--- src/rtl/mtr_drv.sv ---
// mtr_drv -- dual-side H-bridge PWM driver with over-current shutdown.
//
// An 11-bit free-running counter defines a 2048-cycle PWM period. Each side
// samples its signed speed command at the period wrap, converts it to
// sign/magnitude and drives its forward or reverse output high for
// <magnitude> cycles from the start of the period. A direction reversal
// out of a nonzero duty inserts one all-low dead period.
// A blanked, synchronized over-current flag is accumulated per period; after
// FAULT_LIM consecutive faulted periods the driver latches shutdown.
//
// Ports:
//   clk, rst_n            clock, async active-low reset
//   lft_spd, rght_spd     signed 12-bit speed commands
//   OVR_I                 async over-current flag from the bridge
//   lft_fwd/lft_rev       left bridge PWM
//   rght_fwd/rght_rev     right bridge PWM
//   ovr_I_shtdwn          latched over-current shutdown

// One bridge side: latches the sampled command and generates its PWM pair.
module mtr_drv_side (
  input  logic        clk,
  input  logic        rst_n,
  input  logic        wrap_i,     // this edge ends the period
  input  logic        kill_i,     // shutdown effective from the next cycle
  input  logic [10:0] nxt_cnt_i,  // counter value of the next cycle
  input  logic [11:0] spd_i,
  output logic        fwd_o,
  output logic        rev_o
);
  logic [10:0] mag_q, mag_d, smag;
  logic [11:0] neg;
  logic        dir_q, dir_d, sdir, on;

  always_comb begin
    neg   = 12'd0 - spd_i;
    sdir  = spd_i[11];
    // -2048 has no positive counterpart; saturate to full scale
    smag  = !sdir ? spd_i[10:0] : (neg[11] ? 11'h7FF : neg[10:0]);
    mag_d = mag_q;
    dir_d = dir_q;
    if (wrap_i) begin
      if (kill_i || smag == '0) begin
        mag_d = '0;
      end else if (sdir != dir_q && mag_q != '0) begin
        // reversal out of a driven period: one dead period, take the new
        // direction now and re-sample the magnitude at the next wrap
        mag_d = '0;
        dir_d = sdir;
      end else begin
        mag_d = smag;
        dir_d = sdir;
      end
    end
    // outputs are computed for the next cycle so they line up with cnt
    on = !kill_i && (nxt_cnt_i < mag_d);
  end

  always_ff @(posedge clk or negedge rst_n) begin
    if (!rst_n) begin
      mag_q <= '0;
      dir_q <= 1'b0;
      fwd_o <= 1'b0;
      rev_o <= 1'b0;
    end else begin
      mag_q <= mag_d;
      dir_q <= dir_d;
      fwd_o <= on & ~dir_d;
      rev_o <= on & dir_d;
    end
  end
endmodule

module mtr_drv #(
  parameter int BLANK     = 128,
  parameter int FAULT_LIM = 4
) (
  input  logic        clk,
  input  logic        rst_n,
  input  logic [11:0] lft_spd,
  input  logic [11:0] rght_spd,
  input  logic        OVR_I,
  output logic        lft_fwd,
  output logic        lft_rev,
  output logic        rght_fwd,
  output logic        rght_rev,
  output logic        ovr_I_shtdwn
);
  localparam int          NUM_SIDES = 2;
  localparam int          FW        = $clog2(FAULT_LIM + 1);
  localparam logic [11:0] BLANK_W   = 12'(BLANK);

  logic [10:0]                cnt_q, cnt_d;
  logic                       wrap;
  logic                       ovr_s1_q, ovr_s2_q;
  logic                       flt_q, flt_d, flt_now;
  logic [FW-1:0]              fcnt_q, fcnt_d;
  logic                       shtdwn_q, shtdwn_d;
  logic [NUM_SIDES-1:0][11:0] spd;
  logic [NUM_SIDES-1:0]       fwd, rev;

  assign spd = {rght_spd, lft_spd};

  always_comb begin
    cnt_d    = cnt_q + 11'd1;
    wrap     = (cnt_q == 11'h7FF);
    // over-current only counts outside the blanking window while driving
    flt_now  = ovr_s2_q && ({1'b0, cnt_q} >= BLANK_W) && (|{fwd, rev});
    flt_d    = wrap ? 1'b0 : (flt_q | flt_now);
    fcnt_d   = fcnt_q;
    if (wrap) fcnt_d = (flt_q | flt_now) ? fcnt_q + FW'(1) : '0;
    shtdwn_d = shtdwn_q | (wrap && fcnt_d == FW'(FAULT_LIM));
  end

  always_ff @(posedge clk or negedge rst_n) begin
    if (!rst_n) begin
      cnt_q    <= '0;
      ovr_s1_q <= 1'b0;
      ovr_s2_q <= 1'b0;
      flt_q    <= 1'b0;
      fcnt_q   <= '0;
      shtdwn_q <= 1'b0;
    end else begin
      cnt_q    <= cnt_d;
      ovr_s1_q <= OVR_I;
      ovr_s2_q <= ovr_s1_q;
      flt_q    <= flt_d;
      fcnt_q   <= fcnt_d;
      shtdwn_q <= shtdwn_d;
    end
  end

  for (genvar g = 0; g < NUM_SIDES; g++) begin : g_side
    mtr_drv_side u_side (
      .clk       (clk),
      .rst_n     (rst_n),
      .wrap_i    (wrap),
      .kill_i    (shtdwn_d),
      .nxt_cnt_i (cnt_d),
      .spd_i     (spd[g]),
      .fwd_o     (fwd[g]),
      .rev_o     (rev[g])
    );
  end

  assign lft_fwd      = fwd[0];
  assign lft_rev      = rev[0];
  assign rght_fwd     = fwd[1];
  assign rght_rev     = rev[1];
  assign ovr_I_shtdwn = shtdwn_q;
endmodule

--- config.mk ---
export PLATFORM = sky130hd
export DESIGN_NAME = mtr_drv
export DESIGN_NICKNAME = d
export VERILOG_FILES = /design/src/rtl/mtr_drv.sv
export SDC_FILE = /design/constraint.sdc
export NUM_CORES = 1
export LEC_CHECK = 0
export CORE_ASPECT_RATIO = 1.1
export CORE_MARGIN = 4
export CORE_UTILIZATION = 45
export DETAILED_ROUTE_END_ITERATION = 8
export GPL_ROUTABILITY_DRIVEN = 0
export PLACE_DENSITY = 0.65
export SETUP_SLACK_MARGIN = 0.3
export SLEW_MARGIN = 10
export SYNTH_ARGS = -nofsm -noshare
export SYNTH_HDL_FRONTEND = slang
export SYNTH_SLANG_ARGS = --single-unit
export TNS_END_PERCENT = 50
--- constraint.sdc ---
create_clock -name clk -period 5.3 [get_ports clk]
set_input_delay 1.325 -clock clk [delete_from_list [all_inputs] [get_ports clk]]
set_output_delay 1.325 -clock clk [all_outputs]
set_load 0.02 [all_outputs]
==> flow_metrics.env <==
export IMPL_syn_num_nets=428
export IMPL_synth_seq_area_share=0.3446
export IMPL_slew_headroom=0.3332
export IMPL_peakVddDrop_mv=0.1096
export IMPL_p_switching_mw=0.2303
export IMPL_timing_rr_start="cnt_q[0]$_DFF_PN0_"
export IMPL_dieHeight_um=98.37
export IMPL_hold_buffers=0
export IMPL_hold_depth=0
export IMPL_multi_input_area_mm2=0.002197
export IMPL_cts_root_buf="clkbuf_8"
export IMPL_die_x_um=90.15
export IMPL_ys_flop_type="dfrtp_1"
export IMPL_worstHoldEndpoint="ovr_s2_q$_DFF_PN0_"
export IMPL_initial_core_util=0.4688
export IMPL_portBuffers=31
export IMPL_cts_tree="yes"
export IMPL_grt_pass1_vias=3219
export IMPL_yosysWarningCount=0
export IMPL_yosys_top_cells_count="dfrtp_1, nand2_1, ha_1"
export IMPL_rr_worst_depth=16
export IMPL_async_flop_share=1.000
export IMPL_yosysUniqueCellTypes=65
export IMPL_outcome="completed"
export IMPL_hold_violations=0
export IMPL_power_mw=0.8720
export IMPL_synthToLayoutAreaGrowth_pct=30.79
export IMPL_dr_pass1_iters=4
export IMPL_hold_slack_ns=0.3577
export IMPL_layout_setup_ws_ns=0.5048
export IMPL_synth_area_leaders="dfrtp_1, ha_1, a22oi_1"
export IMPL_grt_overflow_total=0
export IMPL_postRouteAntennaNets=0
export IMPL_worst_setup_path_type="in2reg"
export IMPL_rr_endpoint="g_side[0].u_side.fwd_o$_DFF_PN0_"
export IMPL_yosys_area_top_type="dfrtp_1"
export IMPL_cp_data_required_time_ns=5.54
export IMPL_worstSetupEndpointType="flip-flop"
export IMPL_final_cells=534
export IMPL_htree_levels=2
export IMPL_cts_buffers=5
export IMPL_final_util=0.6131
export IMPL_p_int_mw=0.6417
export IMPL_core_mm2=0.007127
export IMPL_skew_ns=0.01561
export IMPL_pre_cts_slack_ns=-0.06709
export IMPL_worstMarginPinSlew_ns=1.000
export IMPL_final_cell_area_mm2=0.004369
export IMPL_clock_power_share=0.358
export IMPL_num_fill_cells=605
export IMPL_wl_mm=9.073
export IMPL_drtIter0Drc=156
export IMPL_clockBufferDepth=2
export IMPL_place_area_mm2=0.004031
export IMPL_ys_ff_latch=46
export IMPL_synth_most_common_cell="dfrtp_1"
export IMPL_r2r_slack_ns=1.28
export IMPL_grt_pass1_wl_mm=14.95
export IMPL_rsz0062_at_grt="yes"
export IMPL_max_freq_mhz=208.5
export IMPL_avgSynthCellArea_um2=8.885
export IMPL_syn_instance_count=376
export IMPL_clk_pin_slew_worst_paths_ns=0.10
export IMPL_finalCritPeriodShare=0.9048
export IMPL_ios=32
export IMPL_min_from="ovr_s1_q$_DFF_PN0_"
export IMPL_seq_power_share=0.433
export IMPL_grt_usage=0.2025
export IMPL_drc=0
export IMPL_p_leak_nw=1.903
export IMPL_synth_edff_count=0
export IMPL_rows=32
export IMPL_fin_crit_ns=4.795
export IMPL_via_per_inst=6.032
export IMPL_sw_frac_of_total=0.2641
export IMPL_slew_violations=0
export IMPL_dp_cells=525
export IMPL_grt_antenna_before_repair=0
export IMPL_dp_hpwl_mm=6.919
export IMPL_die_area_mm2=0.008868
export IMPL_syn_cell_area_mm2=0.003341
export IMPL_diodes=0
export IMPL_cp_arrival_ns=5.03
export IMPL_cts_sinks=46
export IMPL_regArea_mm2=0.001151
export IMPL_power_density_mw_per_mm2=199.6
export IMPL_crit_fanout=5
export IMPL_synth_top_area_share=0.3446
export IMPL_num_vias=3221
export IMPL_cap_violations=0
export IMPL_clkLatencyLatePin_ns=0.31
export IMPL_setup_viol=0
export IMPL_drive_above_1_share=0.2294
export IMPL_wl_per_cell_um=16.99
export IMPL_hp_class="reg2reg"
export IMPL_critPathLaunchType="input pin"
export IMPL_power_frac_comb=0.208
export IMPL_fin_setup_tns_ns=0
export IMPL_fin_nets=500
export IMPL_grt_max_degree=47
cells by family after synthesis:
kind of cell | share of synthesized area
buf+inv | 0.05018
xor+xnor | 0.03933
compound gates | 0.2506
fa+ha+maj | 0.09363
mux | 0.006367
flops | 0.3446
simple gates | 0.2154
placed cells by master, fill, tap and decap left out, types with 4 or more instances in the layout:
cell / count
a21oi_1: 22
dfrtp_1: 46
o21ai_0: 20
nor3_1: 9
clkdlybuf4s50_1: 23
a22oi_1: 11
clkbuf_8: 5
nand2b_1: 4
nand3_1: 21
nor4_1: 8
ha_1: 22
nand2_1: 34
a22oi_2: 6
xnor2_1: 9
nand4_1: 6
a31oi_1: 7
nor2b_1: 5
xor2_1: 6
buf_4: 49
dlymetal6s2s_1: 7
a22o_2: 7
nor2_1: 16
inv_1: 21
per-layer routing:
metal / global-route usage / vias up / wire [um]
li1: - / 1562 / -
met1: 0.2489 / 1564 / 3911
met2: 0.3684 / 83 / 4670
met3: 0.03005 / 12 / 364
met4: 0.05654 / 0 / 127
met5: 0 / - / 0
cell type report:
cell class                      instances  area share
Multi-Input combinational cell        292      0.5029
Sequential cell                        46      0.2635
Timing Repair Buffer                   80      0.1581
Tap cell                               85     0.02434
Inverter                               23     0.01976
Clock buffer                            5     0.01575
Clock inverter                          3     0.01575
repair_timing:
item,in CTS,in global routing
endpoints found under the hold margin,0,0
gates resized for setup,1,40
endpoints found under the setup margin,4,4
setup buffers,0,1
pin swaps,1,17
registers in the layout, indices dropped and copies added (netlist names):
register and cells:
g_side.u_side.mag_q 22, cnt_q 11, fcnt_q 3, g_side.u_side.dir_q 2, g_side.u_side.fwd_o 2, g_side.u_side.rev_o 2
flt_q 1, ovr_I_shtdwn 1, ovr_s1_q 1, ovr_s2_q 1
worst max-delay path by stage:
stage | cells past startpoint | to | slack, ns | from
after CTS | 18 | g_side[0].u_side.fwd_o$_DFF_PN0_ | 0.27 | lft_spd[0]
after floorplan | 17 | g_side[0].u_side.fwd_o$_DFF_PN0_ | 0.38 | lft_spd[3]
after global placement | 15 | g_side[1].u_side.rev_o$_DFF_PN0_ | -0.03 | rght_spd[1]
after detailed placement | 16 | g_side[0].u_side.fwd_o$_DFF_PN0_ | -0.07 | lft_spd[6]
final | 16 | g_side[0].u_side.fwd_o$_DFF_PN0_ | 0.50 | lft_spd[5]
after global routing | 19 | g_side[0].u_side.fwd_o$_DFF_PN0_ | 0.26 | lft_spd[2]
critical path: stages:
cell and delay (ns):
dlymetal6s2s_1 0.13, or4_4 0.59, o41ai_2 0.32, xor2_1 0.23, o211ai_1 0.17, a2111oi_4 0.40
buf_4 0.18, buf_4 0.11, or2_2 0.12, a2bb2oi_2 0.12, ha_2 0.28, o211ai_1 0.17
a21oi_1 0.08, or4_1 0.53, nor2_2 0.11, nor3b_2 0.16
power by group through the flow:
stage               Clock (mW)  Sequential, mW  Combinational [mW]
floorplan                    0           0.383              0.0875
global placement             0           0.383               0.164
detailed placement           0           0.384               0.167
CTS                      0.318           0.377               0.169
global route             0.335           0.380               0.201
finish                   0.312           0.378               0.182
(Power assumes the default switching activity.)
